File: config.mk
export PLATFORM = sky130hd
export DESIGN_NAME = move_sequencer
export DESIGN_NICKNAME = d
export VERILOG_FILES = /design/src/rtl/move_sequencer.sv
export SDC_FILE = /design/constraint.sdc
export NUM_CORES = 1
export LEC_CHECK = 0
export CORE_MARGIN = 2
export CORE_UTILIZATION = 51
export CTS_CLUSTER_SIZE = 16
export DETAILED_ROUTE_END_ITERATION = 8
export PLACE_DENSITY_LB_ADDON = 0.25
export SYNTH_ARGS = -nofsm -noshare
export SYNTH_HDL_FRONTEND = slang
export SYNTH_SLANG_ARGS = --single-unit
export TNS_END_PERCENT = 100
File: constraint.sdc
create_clock -name clock -period 2.3 [get_ports clock]
set_input_delay 0.575 -clock clock [delete_from_list [all_inputs] [get_ports clock]]
set_output_delay 0.575 -clock clock [all_outputs]
set_load 0.005 [all_outputs]
File: src/rtl/move_sequencer.sv
// Cube-robot move sequencer: FIFO of encoded moves, decode, driver handshake.
// Issues one move at a time and flags illegal codes and stalled drivers.
module move_sequencer #(
  parameter int FIFO_DEPTH     = 8,
  parameter int QUARTER_STEPS  = 50,
  parameter int TIMEOUT_CYCLES = 2**24
) (
  input  logic        clock,
  input  logic        reset_n,
  input  logic        move_valid,
  input  logic [4:0]  move_code,
  output logic        move_ready,
  output logic [5:0]  start,
  output logic [7:0]  steps,
  output logic [5:0]  dir,
  input  logic [5:0]  driver_done,
  output logic        busy,
  output logic        bad_code,
  output logic        fault,
  output logic [15:0] moves_done
);

  localparam int AW = $clog2(FIFO_DEPTH);
  localparam int TW = $clog2(TIMEOUT_CYCLES) + 1;
  localparam logic [AW:0]   PTR_ONE = 1;
  localparam logic [TW-1:0] TMR_ONE = 1;
  localparam logic [TW-1:0] TMR_MAX = TW'(TIMEOUT_CYCLES - 1);
  localparam logic [7:0]    QSTEPS  = 8'(QUARTER_STEPS);
  localparam logic [7:0]    HSTEPS  = 8'(2 * QUARTER_STEPS);

  typedef enum logic [2:0] {
    S_IDLE,
    S_LOAD,
    S_ISSUE,
    S_ARM,
    S_WAIT,
    S_FAULT
  } state_t;

  state_t state_q, state_d;

  logic [4:0]    mem_q [FIFO_DEPTH];
  logic [AW:0]   wr_ptr_q, wr_ptr_d;
  logic [AW:0]   rd_ptr_q, rd_ptr_d;
  logic [2:0]    face_q, face_d;
  logic [7:0]    steps_q, steps_d;
  logic [5:0]    dir_q, dir_d;
  logic [TW-1:0] timer_q, timer_d;
  logic          bad_q, bad_d;
  logic          fault_q, fault_d;
  logic [15:0]   cnt_q, cnt_d;

  logic       full;
  logic       empty;
  logic       push;
  logic [4:0] head;

  assign full  = (wr_ptr_q[AW] != rd_ptr_q[AW]) &&
                 (wr_ptr_q[AW-1:0] == rd_ptr_q[AW-1:0]);
  assign empty = (wr_ptr_q == rd_ptr_q);
  assign push  = move_valid && !full;
  assign head  = mem_q[rd_ptr_q[AW-1:0]];

  assign move_ready = !full;
  assign steps      = steps_q;
  assign dir        = dir_q;
  assign bad_code   = bad_q;
  assign fault      = fault_q;
  assign moves_done = cnt_q;
  assign busy       = !empty || (state_q != S_IDLE);

  always_ff @(posedge clock) begin
    if (push) begin
      mem_q[wr_ptr_q[AW-1:0]] <= move_code;
    end
  end

  always_comb begin
    state_d  = state_q;
    wr_ptr_d = push ? wr_ptr_q + PTR_ONE : wr_ptr_q;
    rd_ptr_d = rd_ptr_q;
    face_d   = face_q;
    steps_d  = steps_q;
    dir_d    = dir_q;
    timer_d  = timer_q;
    bad_d    = bad_q;
    fault_d  = fault_q;
    cnt_d    = cnt_q;
    start    = '0;
    unique case (state_q)
      S_IDLE: begin
        if (!empty) state_d = S_LOAD;
      end
      S_LOAD: begin
        rd_ptr_d = rd_ptr_q + PTR_ONE;
        face_d   = head[4:2];
        if (head[4:2] > 3'd5) begin
          bad_d   = 1'b1;
          state_d = S_IDLE;
        end else if (head[1:0] == 2'b00) begin
          state_d = S_IDLE;
        end else begin
          steps_d = (head[1:0] == 2'b10) ? HSTEPS : QSTEPS;
          dir_d[head[4:2]] = (head[1:0] == 2'b11);
          state_d = S_ISSUE;
        end
      end
      S_ISSUE: begin
        start[face_q] = 1'b1;
        timer_d = '0;
        state_d = S_ARM;
      end
      S_ARM: begin
        state_d = S_WAIT;
      end
      S_WAIT: begin
        // done takes priority over a timeout landing on the same cycle
        if (driver_done[face_q]) begin
          cnt_d   = cnt_q + 16'd1;
          state_d = S_IDLE;
        end else if (timer_q == TMR_MAX) begin
          fault_d = 1'b1;
          state_d = S_FAULT;
        end else begin
          timer_d = timer_q + TMR_ONE;
        end
      end
      S_FAULT: begin
        state_d = S_FAULT;
      end
      default: begin
        state_d = S_IDLE;
      end
    endcase
  end

  always_ff @(posedge clock or negedge reset_n) begin
    if (!reset_n) begin
      state_q  <= S_IDLE;
      wr_ptr_q <= '0;
      rd_ptr_q <= '0;
      face_q   <= '0;
      steps_q  <= '0;
      dir_q    <= '0;
      timer_q  <= '0;
      bad_q    <= 1'b0;
      fault_q  <= 1'b0;
      cnt_q    <= '0;
    end else begin
      state_q  <= state_d;
      wr_ptr_q <= wr_ptr_d;
      rd_ptr_q <= rd_ptr_d;
      face_q   <= face_d;
      steps_q  <= steps_d;
      dir_q    <= dir_d;
      timer_q  <= timer_d;
      bad_q    <= bad_d;
      fault_q  <= fault_d;
      cnt_q    <= cnt_d;
    end
  end

endmodule

# Word level (Yosys, flattened, before mapping)
# Memory sizes are Yosys's and may differ from the RTL's.
# Index checks and enable logic that the tools add are counted.
[classes]
n_shift = 0
multipliers = 0
bitwise = 3
muxes = 20
reduce_logical = 17
div_mod_pow = 0
magnitude_cmp = 5
addsub = 4
n_eq_ne = 15
[ops]
columns = ["cell", "count"]
rows = [
  ["$mux W25", 2],
  ["$pmux W25 S2", 1],
  ["$add A25 B1 Y25 const B", 1],
  ["$eq A25 B24 Y1 const B", 1],
  ["$pmux W3 S6", 1],
  ["$add A16 B1 Y16 const B", 1],
  ["$mux W3", 3],
  ["$reduce_and A3 Y1", 3],
  ["$add A4 B1 Y4 const B", 2],
  ["$lt A3 B4 Y1 const B", 2],
  ["$mux W7", 1],
  ["$bwmux W6", 1],
  ["$demux W1 S3", 2],
  ["$eq A3 B2 Y1 const B", 2],
  ["$eq A3 B3 Y1 const B", 2],
  ["$ge A3 B1 Y1 const B", 2],
  ["$mux W6", 1],
  ["$ne A2 B2 Y1 const B", 3],
  ["$reduce_and A2 Y1", 3],
  ["$mux W1", 5],
  ["$eq A2 B2 Y1 const B", 2],
  ["$eq A4 B4 Y1", 1],
  ["$logic_and A1 B1 Y1", 4],
  ["$mux W2", 2],
  ["other kinds (13)", 16],
]
[totals]
romBits = 0
output_inout_bits = 40
memories = 1
latch_bits = 0
inputBits = 14
elab_cells = 75
ff_bits = 71
ramBits = 40
[mem_list]
columns = ["memory", "words", "width", "rd", "rd_clocked_by_memory_dff", "wr", "line", "rtl"]
rows = [
  ["mem_q", 8, 5, 1, 0, 1, "42", "logic [4:0] mem_q [FIFO_DEPTH];"],
]

# Longest topological paths before layout
# Gate-level depths: netlist of the first run.
[depth]
ltp_word = 6
mapped_depth = 9
mapped_depth_nobuf = 6

# Least setup slack after synthesis of the first run
# OpenSTA, ideal clock, no wires.
[synth_path]
path_type = "register -> register"
startpoint = "register rd_ptr_q[0]"
endpoint = "register dir_q[5], in the netlist dir[5]"
path_buffers = 1
setup_ns = 0.127
setup_slack_ns = 0.046
t_arrival_ns = 2.126
period_less_slack_ns = 2.254
stages_incl_launch_ff = 8
cell_sequence = "dfrtp_1 > buf_4 > mux4_2 > mux2_2 > o21ai_1 > nor2_1 > nand2_1 > mux2_1"
[synth_via]
elab_chain_cells = 6
[synth_lines]
columns = ["item", "line", "rtl"]
rows = [
  ["start: declaration", "44", "logic [AW:0] rd_ptr_q, rd_ptr_d;"],
  ["start signal: assignment", "152", "rd_ptr_q <= rd_ptr_d;"],
  ["$mem_v2 Z8 W5 *", "--", ""],
  ["$lt A3 B4 Y1 (not written as such) or $ge A3 B1 Y1 (tied branches)", "104", "dir_d[head[4:2]] = (head[1:0] == 2'b11);"],
  ["$logic_and A1 B1 Y1 (not written as such)", "104", ""],
  ["$mux W1 (not written as such)", "104", ""],
  ["$demux W1 S3", "104", ""],
  ["$bwmux W6", "104", ""],
  ["end signal: assignment", "155", "dir_q <= dir_d;"],
  ["end: declaration", "47", "logic [5:0] dir_q, dir_d;"],
]
# Mark *: on every way between the ends. The rest lies on a longest branch, timed or not.
# A chain may end at the register's enable or synchronous reset.

# Worst setup path in the final report of the first run
[layout_path]
startpoint = "register face_q[0]"
endpoint = "output start[1]"
[layout_via]
elab_chain_cells = 5
[layout_lines]
columns = ["item", "line", "rtl"]
rows = [
  ["start: declaration", "45", "logic [2:0] face_q, face_d;"],
  ["start signal: assignment", "142", "face_q <= '0;"],
  ["start signal: assignment", "153", "face_q <= face_d;"],
  ["$lt A3 B4 Y1 (not written as such) or $ge A3 B1 Y1 (tied branches)", "109", "start[face_q] = 1'b1;"],
  ["$logic_and A1 B1 Y1 (not written as such)", "109", ""],
  ["$mux W1 (not written as such)", "109", ""],
  ["$demux W1 S3 *", "109", ""],
  ["$mux W6 *", "90", "unique case (state_q)"],
  ["end: declaration", "13", "output logic [5:0] start,"],
]
# Marks and branches as above.

==> metrics.txt, run 1 <==
total negative setup slack 0 ns; crit path cell chain buf_4 -> inv_1 -> nor4_2 -> dlygate4sd2_1; Max-Cap Viols 0; clk slew on worst S/H paths approximately 0.11 ns; Fill cells 722; Total Routed Length 10500 um; layout cells sized above 1 25.6%; Syn Area/Cell roughly 12 sq um; dpl cells roughly 630; Synth top area share about 34%; H-Tree Depth 3; CTS tree built; ys flop type dfrtp_1; I/O pins between 50 and 60; worst setup path class register to output pin; GR Util All Layers 21.2%; RR Endpoint steps[5]; Die H a little over 100 um; Synth area leader dfrtp_1; first-pass GRT wire length ~17000 um; crit path launch type register; initial drt markers approximately 110; final hold vios 0; Critical Path RT roughly 1.7 ns; DRC viols 0; FF+latch count, synth 106; mapped cell area 4920 sq um; CP max-delay cell dfrtp_2; core area between 9000 and 10000 sq um; Largest stage delay, worst path ~0.45 ns; post-route insts no fill 656; r2r setup slk 0.06 ns; number of synthesized flops with an enable pin 40; Ys Warns 0; post-synthesis sequential area ratio 58.0%; WP data arrival around 1.7 ns; worst path buffer plus inverter count 3; Final Skew between 0.008 and 0.009 ns; Max Root-Sink Buffers 2; crit end category output pin; DP HPWL between 7000 and 8000 um; relative slew slack between 60% and 70%; Placer Congestion just over 0.9; I/O Buffers 50; initial antenna violation count 0; Final Setup Violations 0; Fmax between 400 and 500 MHz; number of global-route vias before repair 3558; drt wl/cell about 16 um; status finished, final reports clean; Area Overhead vs Synth 28.7%; Worst Tran Pin Value 0.504 ns; Vias/cell ~5.4; # diodes 0; CP top delay family buffers and inverters; post-synthesis cell type count between 50 and 60; grt ovf 0; CTS Buf Count 9; cells after synthesis roughly 400; Detail Route Antenna Nets 0; clock latency on the worst-skew pair roughly 0.38 ns; commonest cells after routing, fill and taps aside buf_4, dfrtp_1, clkdlybuf4s50_1, edfxtp_1, nand2_1; nets 540; maximum vdd drop 0.000639 V; R2R depth 8; Final Cycle Share slightly below 100%; Post-synth ARST share 62.3%; Rows 35; commonest non-fill, non-tap cell in the layout buf_4; Crit Path Max Fanout 4; leakage ~0.0026 uW; die footprint 10400 sq um; First-pass DRT Iterations 6; Critical R2R Launch rd_ptr_q[0]; RSZ-0062 raised after global routing true; hold crit path type input pin to asynchronous set/reset pin; CTS Sinks about 110; Synth area leaders dfrtp_1, edfxtp_1, mux4_2; Pins Over Slew Limit 0; Initial Util 53.0%; final worst path period need approximately 2.2 ns; hold_buf cts 0; DR vias ~3500; pin count of the biggest net entering global routing 67; die width 102 um; Clock Tree Root clkbuf_8; pwr dens approximately 1000 nW/um^2
==> flip-flops by register name, summed over array words and instances (netlist names) <==
name,flops
fault,1
state_q,3
steps,3
wr_ptr_q,4
moves_done,16
mem_q,40
bad_code,1
dir,6
timer_q,25
rd_ptr_q,4
face_q,3
==> cell type report <==
class	instances	area (sq um)	share of cell area [%]
clock buffer	10	128	2.02
clock inverter	6	57.6	0.909
inverter	12	45.0	0.712
multi-input combinational	268	2010	31.8
sequential	106	2860	45.1
tap	129	161	2.55
timing repair buffer	125	1070	16.9
==> per-layer routing <==
| layer | wire length (um) | track usage, % | vias up |
|---|---|---|---|
| met5 | 0 | 0 | - |
| met4 | 195 | 7.49 | 0 |
| met3 | 285 | 4.38 | 20 |
| met2 | 5660 | 37.9 | 58 |
| met1 | 4370 | 25.6 | 1760 |
| li1 | - | - | 1705 |
==> how the worst max path moves through the flow <==
| stage | from | endpoint | slack [ns] | depth (start not counted) |
|---|---|---|---|---|
| after floorplan | rd_ptr_q[0] | dir[5] | 0.05 | 7 |
| final | face_q[0] | start[1] | 0.05 | 4 |
| after CTS | state_q[0] | busy | 0.004 | 5 |
| after global routing | face_q[0] | start[1] | -0.04 | 4 |
| after global placement | driver_done[4] | timer_q[20] | -0.33 | 8 |
| after detailed placement | driver_done[4] | timer_q[20] | -0.39 | 8 |
==> synthesized netlist by cell type, drive strengths merged, types with 9 or more instances <==
cell / n
dfrtp: 66
edfxtp: 40
nand2: 32
nor2: 27
nand3: 21
o21ai: 19
a21oi: 18
nand4: 15
xor2: 15
mux2: 14
buf: 13
xnor2: 13
inv: 12
mux4: 10
or3: 9
==> metrics by stage <==
stage / power [uW] / util [%] / cell area (sq um) / hold slack [ns] / setup slack, ns
2_1_floorplan: 4070 / - / 4930 / 0.279 / 0.0464
3_3_place_gp: 5040 / 64.1 / 5950 / 0.455 / -0.327
3_5_place_dp: 5110 / 64.1 / 5950 / 0.457 / -0.390
4_1_cts: 6380 / 67.3 / 6250 / 0.210 / 0.00414
5_1_grt: 6860 / 68.2 / 6330 / 0.227 / -0.0386
6_report: 6470 / 68.2 / 6330 / 0.175 / 0.0548
==> report_power, final <==
group | switching (uW) | total (uW) | leakage (uW) | internal, uW
logic | 1260 | 2710 | 0.00128 | 1450
clock network | 680 | 1100 | 0.0000953 | 422
registers | 323 | 2660 | 0.00122 | 2340
==> what timing repair did <==
action / 4_1_cts / 5_1_grt
pin swaps: 4 / 8
resized for setup: 22 / 16
cloned: 0 / 0
buffers inserted: 9 / 4
endpoints found under the setup margin: 21 / 24
==> worst reg2reg max path, delay by kind of cell (launching register included) <==
family,cells,cell delay [ns]
AOI/OAI and AO/OA,1,0.25
buffers and inverters,3,0.44
DFF,1,0.39
muxes,2,0.81
and+or+nand+nor,2,0.24
==> cell families after synthesis <==
logic type      count (synthesis)  share of synthesized area, %
other cells                     1                        0.0762
mux                            28                          8.75
buf+inv                        32                          3.43
fa+ha+maj                       4                          1.02
compound gates                 55                          7.43
flops                         106                          58.0
xor+xnor                       28                          4.98
simple gates                  150                          16.3
Power figures use the tool's default switching activity.
==> run 2, diff against run 1 <==
--- a/config.mk
+++ b/config.mk
@@ -9,7 +9,9 @@
 export CORE_UTILIZATION = 51
 export CTS_CLUSTER_SIZE = 16
 export DETAILED_ROUTE_END_ITERATION = 8
+export MAX_ROUTING_LAYER = met4
 export PLACE_DENSITY_LB_ADDON = 0.25
+export REMOVE_ABC_BUFFERS = 1
 export SYNTH_ARGS = -nofsm -noshare
 export SYNTH_HDL_FRONTEND = slang
 export SYNTH_SLANG_ARGS = --single-unit
==> run 2 against run 1 <==
Total power is 1.1% lower. Maximum frequency increased by 0.94%. Largest cell class unchanged. Sequential power hardly changed. Critical path type unchanged.
==> metrics.txt, run 2 (synthesized netlist as in run 1, its figures left out) <==
Flop pwr share 41.8% (+0.7 points); grt ovf 0 (unchanged); pin count of the biggest net entering global routing 67 (unchanged); number of global-route vias before repair 3422 (-3.8%); DR vias 3539 (-0.11%); r2r setup slk 0.08 ns (+0.02 ns); first-pass GRT wire length 16500 um (-1.8%); hold_buf cts 0 (unchanged); Most Used Layer, Global Route met2; Vias/cell 5.44 (+0.81%); Area Overhead vs Synth 28.2%; Final Cycle Share 96.7% (-0.91 points); First-pass DRT Iterations 4 (-2); I/O pins 54 (unchanged); core area 9280 sq um (unchanged); crit end category output pin; Detail Route Antenna Nets 0 (unchanged); critical path startpoint state_q[1]; relative slew slack 62.5% (-3.9 points); Worst Tran Pin Value 0.559 ns (+0.0549 ns); GR Util All Layers 21.5% (+0.28 points); leakage 0.00256 uW (-1.6%); die footprint 10400 sq um (unchanged); hold crit path type input pin to asynchronous set/reset pin; initial antenna violation count 0 (unchanged); RR Endpoint dir[5]; Placer Congestion 0.853 (-6.3%); # diodes 0 (unchanged); Fmax 450 MHz (+0.94%); Total Routed Length 10600 um (+0.52%); final worst path period need 2.22 ns (-0.0210 ns); H-Tree Depth 3 (unchanged); Critical R2R Launch rd_ptr_q[0]; Crit Path Max Fanout 3 (-1); pwr dens 1010 nW/um^2 (-0.79%); maximum vdd drop 0.000686 V (+7.4%); clk slew on worst S/H paths 0.10 ns (about the same); final hold vios 0 (unchanged); cell internal pwr 4170 uW (-0.90%); crit path launch type register; Net Switching 2230 uW (-1.5%); GR Layer Usage met2 36.9% (-0.96 points); commonest cells after routing, fill and taps aside buf_4, dfrtp_1, clkdlybuf4s50_1; max reg flops 40 (unchanged); Clock Tree Root clkbuf_8; CTS Sinks 106 (unchanged); commonest non-fill, non-tap cell in the layout buf_4; Switching Fraction 34.8% (-0.15 points); met1 Resource Use GR 25.0% (-0.61 points); CTS tree built; R2R depth 7 (-1); Pins Over Slew Limit 0 (unchanged); initial drt markers 154 (+39%); status finished, final reports clean; Max Root-Sink Buffers 2 (unchanged); hold slack 0.195 ns (+0.0197 ns); DP HPWL 7480 um (+0.69%); Critical Path RT 1.73 ns (about the same); WP data arrival 1.65 ns (-0.02 ns); nets 534 (-1.1%); Max-Cap Viols 0 (unchanged); DRC viols 0 (unchanged); Clk pwr share 16.8% (-0.2 points); CTS Buf Count 9 (unchanged); I/O Buffers 50 (unchanged); Die H 102 um (unchanged); clock latency on the worst-skew pair 0.37 ns (about the same); Final Setup Violations 0 (unchanged); Comb pwr share 41.5% (-0.4 points); Fill cells 705 (-2.4%); Final Skew 0.0131 ns (+0.00462 ns); Rows 35 (unchanged); die width 102 um (unchanged); worst setup path endpoint busy; worst setup path class register to output pin; Initial Util 53.0% (unchanged); drt wl/cell 16.2 um (+1.5%); layout cells sized above 1 25.1% (-0.47 points); final core utilization 68.0% (-0.23 points); met3 Usage GRT 4.79% (+0.41 points)
==> run 2: final cells by class <==
class,instances,area (sq um),share of cell area [%]
inverters,12,45.0,0.714
clock buffers,11,141,2.24
multi-input cells,269,2040,32.3
repair buffers,118,1030,16.3
flip-flops and latches,106,2860,45.3
clock inverters,5,38.8,0.615
well taps,129,161,2.56
==> run 2: stage by stage <==
step / instance area, sq um / instances / setup TNS, ns / setup WS (ns) / power [uW]
floorplan: 4800 / 386 / -6.67 / -0.576 / 3930
global placement: 5880 / 619 / -8.65 / -0.387 / 4940
detailed placement: 5880 / 619 / -10.89 / -0.435 / 5030
CTS: 6230 / 646 / 0 / 0.00200 / 6330
global route: 6310 / 650 / -0.129 / -0.0526 / 6780
finish: 6310 / 650 / 0 / 0.0757 / 6400
==> run 2: critical path, stage by stage, from the launching register on <==
cell and delay, ns:
dfrtp_1 0.44, buf_4 0.17, nor4_4 0.25, nand4_1 0.17
clkdlybuf4s15_1 0.26
==> run 2: repair_timing <==
item	4_1_cts	5_1_grt
setup buffers	11	3
pin swaps	6	7
gates resized for setup	33	15
hold endpoints to repair	0	0
setup endpoints to repair	21	24
gates cloned	0	1
==> run 2: power groups by stage <==
stage / sequential [uW] / clock (uW) / combinational (uW)
after floorplan: 2720 / 0 / 1210
after global placement: 2740 / 0 / 2200
after detailed placement: 2760 / 0 / 2270
after CTS: 2660 / 1100 / 2570
after global routing: 2720 / 1160 / 2900
final: 2670 / 1070 / 2650
==> run 2: worst min path at each step <==
stage | start | to | slack (ns) | cells past startpoint
2_1_floorplan | reset_n | bad_code | 0.28 | 0
3_3_place_gp | steps[5] | steps[5] | 0.45 | 1
3_5_place_dp | steps[5] | steps[5] | 0.45 | 1
4_1_cts | reset_n | timer_q[19] | 0.22 | 2
5_1_grt | reset_n | timer_q[19] | 0.23 | 2
6_report | reset_n | timer_q[19] | 0.19 | 2
==> run 2: metal layers <==
metal,up-vias,wire length [um]
li1,1705,-
met3,13,339
met2,68,5550
met1,1753,4470
met5,-,0
met4,0,204
==> RTL change 1: new RTL, flow settings as in run 2 <==
The parameter `FIFO_DEPTH` goes from 8 to 4.
--- a/src/rtl/move_sequencer.sv
+++ b/src/rtl/move_sequencer.sv
@@ -2,5 +2,5 @@
 // Issues one move at a time and flags illegal codes and stalled drivers.
 module move_sequencer #(
-  parameter int FIFO_DEPTH     = 8,
+  parameter int FIFO_DEPTH     = 4,
   parameter int QUARTER_STEPS  = 50,
   parameter int TIMEOUT_CYCLES = 2**24
Formal check against the unedited RTL: not equivalent (a bounded check fails within 10 cycles, from zero or initial values and one cycle with reset_n low).
==> RTL change 1 against run 2 <==
  * The run now ends with negative setup slack left
  * Sequential cell count down 22
  * Utilization rose by 1.5 points
  * Via count decreased by 7.9%
  * Fmax shrank 6.8%
  * Area after synthesis is 17% lower
  * Power down 14%
  * Wire length is 10% lower
  * Design area fell by 15%
  * Worst setup slack worse by 0.16 ns
  * Largest power group is now combinational logic
  * Highest routed layer unchanged
==> RTL change 1: results (changes against run 2) <==
[critical_path]
slowest_stage = or4_4
critPathMaxFanout = 6  ; +3
crit_arrival_ns = 2.67  ; +1.02 ns
crit_family = simple AND/OR/NAND/NOR gates
slowest_delay_ns = 0.50  ; +0.06 ns
critPathKind = reg -> reg
reg2reg_from = face_q[0]
timing.rr.end = timer_q[3]

[synthesis]
synth_common_cells = dfrtp_1, nand2_1, edfxtp_1, nand3_1, a21oi_1
synthMuxAreaShare_pct = 7.11  ; -1.6 points
syn_inst = 368  ; -8.9%
yosys.area_share.xor_xnor_pct = 4.72  ; -0.27 points
synthTopCellsByArea = dfrtp_1, edfxtp_1, nand2_1, xnor2_1, o31ai_1
synthArstFlopShare_pct = 76.2  ; +14 points
synth_area_um2 = 4080  ; -17%
synthAdderAreaFrac_pct = 2.14  ; +1.1 points
synth.distinct_cells = 49  ; -3.9%
synth_compound_area_share_pct = 7.94  ; +0.51 points

[sta]
worst_pin_slew_ns = 0.523  ; -0.0361 ns
setup_viol = 7  ; +7
final.setup.tns_ns = -0.552  ; -0.552 ns
setup_slack_ns = -0.0867  ; -0.162 ns
timing.hold.ws_ns = 0.214  ; +0.0189 ns
skew_ns = 0.0130  ; -0.0000985 ns

[route]
wl_met2_um = 4550  ; -18%
wl_met1_um = 4290  ; -4.1%
via_per_inst = 5.87  ; +7.9%
met3_length_um = 490  ; +45%
drt_first_pass_iters = 5  ; +1
post_drt_wl_per_cell_um = 17.0  ; +4.8%

[outcome]
violations = negative setup slack
status = finished with violations

[grt]
grt_pass1_wl_um = 15500  ; -6.1%
grt_pass1_vias = 3299  ; -3.6%
grt.total_usage_pct = 23.5  ; +2.0 points

[pwr]
pwr-share-seq_pct = 38.5  ; -3.3 points
powerComb_w = 0.00219  ; -17%
switchingPower_w = 0.00192  ; -14%
p_sw_share_pct = 34.8  ; -0.041 points
vdd_drop_max_mv = 0.834  ; +22%
p_leak_nw = 2.20  ; -14%

[layout]
finalInstanceArea_um2 = 5370  ; -15%
nets = 469  ; -12%
final_cells = 555  ; -15%
drive_gt1_share_pct = 24.3  ; -0.86 points
fillers = 576  ; -18%
largest_reg_flops = 25  ; -38%

[placed_design]
dp.cells = 528  ; -15%
post_dp_cell_area_um2 = 4850  ; -18%
place_congestion = 0.851  ; -0.13%
post-place-ws_ns = -0.510  ; -0.0746 ns
hpwl_um = 6160  ; -18%

[clock_tree]
cts_setup_buffers = 4  ; -7
numCtsBuffers = 9  ; unchanged

[RTL change 1: cell count changes in the layout (fill, tap and decap cells not counted), moves of 6 or more]
| cell | delta |
|---|---|
| a21oi_1 | -6 |
| buf_4 | -31 |
| dlygate4sd2_1 | +6 |
| edfxtp_1 | -20 |
| inv_1 | -7 |
| mux2_1 | -6 |
| nand2_1 | +10 |
| nor2_1 | -12 |
| o21ai_1 | -8 |
| o31ai_1 | +8 |
| or3_1 | -8 |
| xor2_1 | -9 |
[RTL change 1: area by class of cell]
| class | count | share of cell area [%] |
|---|---|---|
| flip-flops and latches | 84 | 41.1 |
| multi-input cells | 262 | 36.1 |
| repair buffers | 87 | 15.9 |
| well taps | 102 | 2.38 |
| clock buffers | 9 | 2.31 |
| clock inverters | 7 | 1.96 |
| inverters | 4 | 0.280 |
[RTL change 1: per-layer routing]
layer  vias to the layer above  track usage, %
met5                         -               -
met4                         0            10.9
met3                        11            3.22
met2                       117            35.4
met1                      1620            31.8
li1                       1511               -
==> RTL change 2: new RTL, settings of run 2 <==
Made on the original files. The 6 states of `state_t` get a one-hot encoding in 6 bits.
--- a/src/rtl/move_sequencer.sv
+++ b/src/rtl/move_sequencer.sv
@@ -29,11 +29,11 @@
   localparam logic [7:0]    HSTEPS  = 8'(2 * QUARTER_STEPS);
 
-  typedef enum logic [2:0] {
-    S_IDLE,
-    S_LOAD,
-    S_ISSUE,
-    S_ARM,
-    S_WAIT,
-    S_FAULT
+  typedef enum logic [5:0] {
+    S_IDLE  = 6'b000001,
+    S_LOAD  = 6'b000010,
+    S_ISSUE = 6'b000100,
+    S_ARM   = 6'b001000,
+    S_WAIT  = 6'b010000,
+    S_FAULT = 6'b100000
   } state_t;
 
Check against the original RTL: same outputs for any inputs over 10 cycles, from zero or initial values and one cycle with reset_n low; not proved beyond that.
==> RTL change 2 against run 2 <==
  * The run now ends with negative setup slack left
  * Power fell by 2.5%
  * Count of clock-buffer cells in the layout fell by 2
  * Wire length rose by 3.9%
  * Sequential cell count rose by 3
  * Design area rose by 3.2%
  * Area after synthesis rose by 3.6%
  * Via count rose by 5.7%
  * Worst setup slack got worse by 0.21 ns
  * Critical path type unchanged
  * Largest power group unchanged
  * Highest routed layer unchanged
==> RTL change 2: results (changes against run 2) <==
[outcome]
status = finished with violations
violations = negative setup slack

[grt]
grt_pass1_vias = 3819  ; +12%
grt_pass1_wl_um = 18200  ; +9.9%
grt_max_degree = 27  ; -60%
grt.total_usage_pct = 21.4  ; -0.15 points

[sta]
hold_violations = 0  ; unchanged
skew_ns = 0.0173  ; +0.00425 ns
relSlewSlack_pct = 64.2  ; +1.7 points
final.setup.tns_ns = -0.385  ; -0.385 ns
setup_slack_ns = -0.138  ; -0.214 ns
setup_viol = 3  ; +3

[critical_path]
crit_arrival_ns = 1.86  ; +0.21 ns
critPathMaxFanout = 2  ; -1
timing.rr.end = dir[4]
r2r_setup_slack_ns = 0.11  ; +0.03 ns
slowest_delay_ns = 0.41  ; -0.03 ns
reg2reg_depth = 8  ; +1

[synthesis]
synthArstFlopShare_pct = 63.3  ; +1.0 points
synth_common_cells = dfrtp_1, nand2_1, edfxtp_1
synth.distinct_cells = 53  ; +3.9%
syn_inst = 429  ; +6.2%
synthTopCellsByArea = dfrtp_1, edfxtp_1, mux4_2, nand2_1, mux2_2
synth_seq_area_share_pct = 57.5  ; -0.50 points

[placed_design]
dp.cells = 645  ; +4.2%
hpwl_um = 7690  ; +2.9%
post-place-ws_ns = -0.427  ; +0.00830 ns
place_congestion = 0.872  ; +2.3%

[layout]
fillers = 754  ; +7.0%
drive_gt1_share_pct = 24.6  ; -0.51 points
nets = 553  ; +3.6%

[route]
via_per_inst = 5.56  ; +2.1%

[pwr]
vdd_drop_max_mv = 0.521  ; -24%
p_leak_nw = 2.69  ; +5.3%

## RTL change 2: worst min-delay path by stage
stage,startpoint,endpoint,slack (ns),cells after the start
after floorplan,reset_n,bad_code,0.28,0
after global placement,moves_done[15],moves_done[15],0.46,1
after detailed placement,moves_done[15],moves_done[15],0.47,1
after CTS,reset_n,fault,0.17,1
after global routing,reset_n,fault,0.19,1
final,reset_n,fault,0.17,1
## RTL change 2: final cells by class
type	count	area, µm²	share of cell area (%)
sequential	109	2930	45.0
multi-input combinational	291	2130	32.8
clock buffer	9	124	1.90
clock inverter	7	93.8	1.44
timing repair buffer	113	1020	15.6
inverter	11	41.3	0.634
tap	133	166	2.56
## RTL change 2: stage by stage
step,area (µm²),util (%)
floorplan,4980,-
global placement,6070,62.4
detailed placement,6070,62.4
CTS,6410,65.9
global route,6510,66.9
finish,6510,66.9
## RTL change 2: kinds of logic after synthesis
logic type	synth area share, %
other cells	0.0736
fa+ha+maj	0.982
xor+xnor	4.47
simple gates	16.9
buf+inv	3.19
compound gates	8.42
flops	57.5
mux	8.50
## RTL change 2: power breakdown
part | internal [W] | switching [W]
Sequential | 0.00237 | 0.000248
Combinational | 0.00126 | 0.00113
Clock | 0.000463 | 0.000759
Total | 0.00409 | 0.00214
## RTL change 2: routing by layer
metal | share of wire, % | track usage, % | up-vias | wire length, µm
met1 | 42 | 25.7 | 1852 | 4630
li1 | - | - | 1796 | -
met2 | 53 | 37.8 | 79 | 5850
met4 | 1.2 | 5.50 | 0 | 127
met5 | 0 | - | - | 0
met3 | 3.4 | 3.38 | 14 | 368
## RTL change 2: what timing repair did
| item | in CTS | in global routing |
|---|---|---|
| setup endpoints to repair | 18 | 32 |
| hold endpoints to repair | 0 | 0 |
| setup buffers | 8 | 2 |
| pin swaps | 7 | 8 |
| gates cloned | 0 | 2 |
| resized for setup | 28 | 20 |
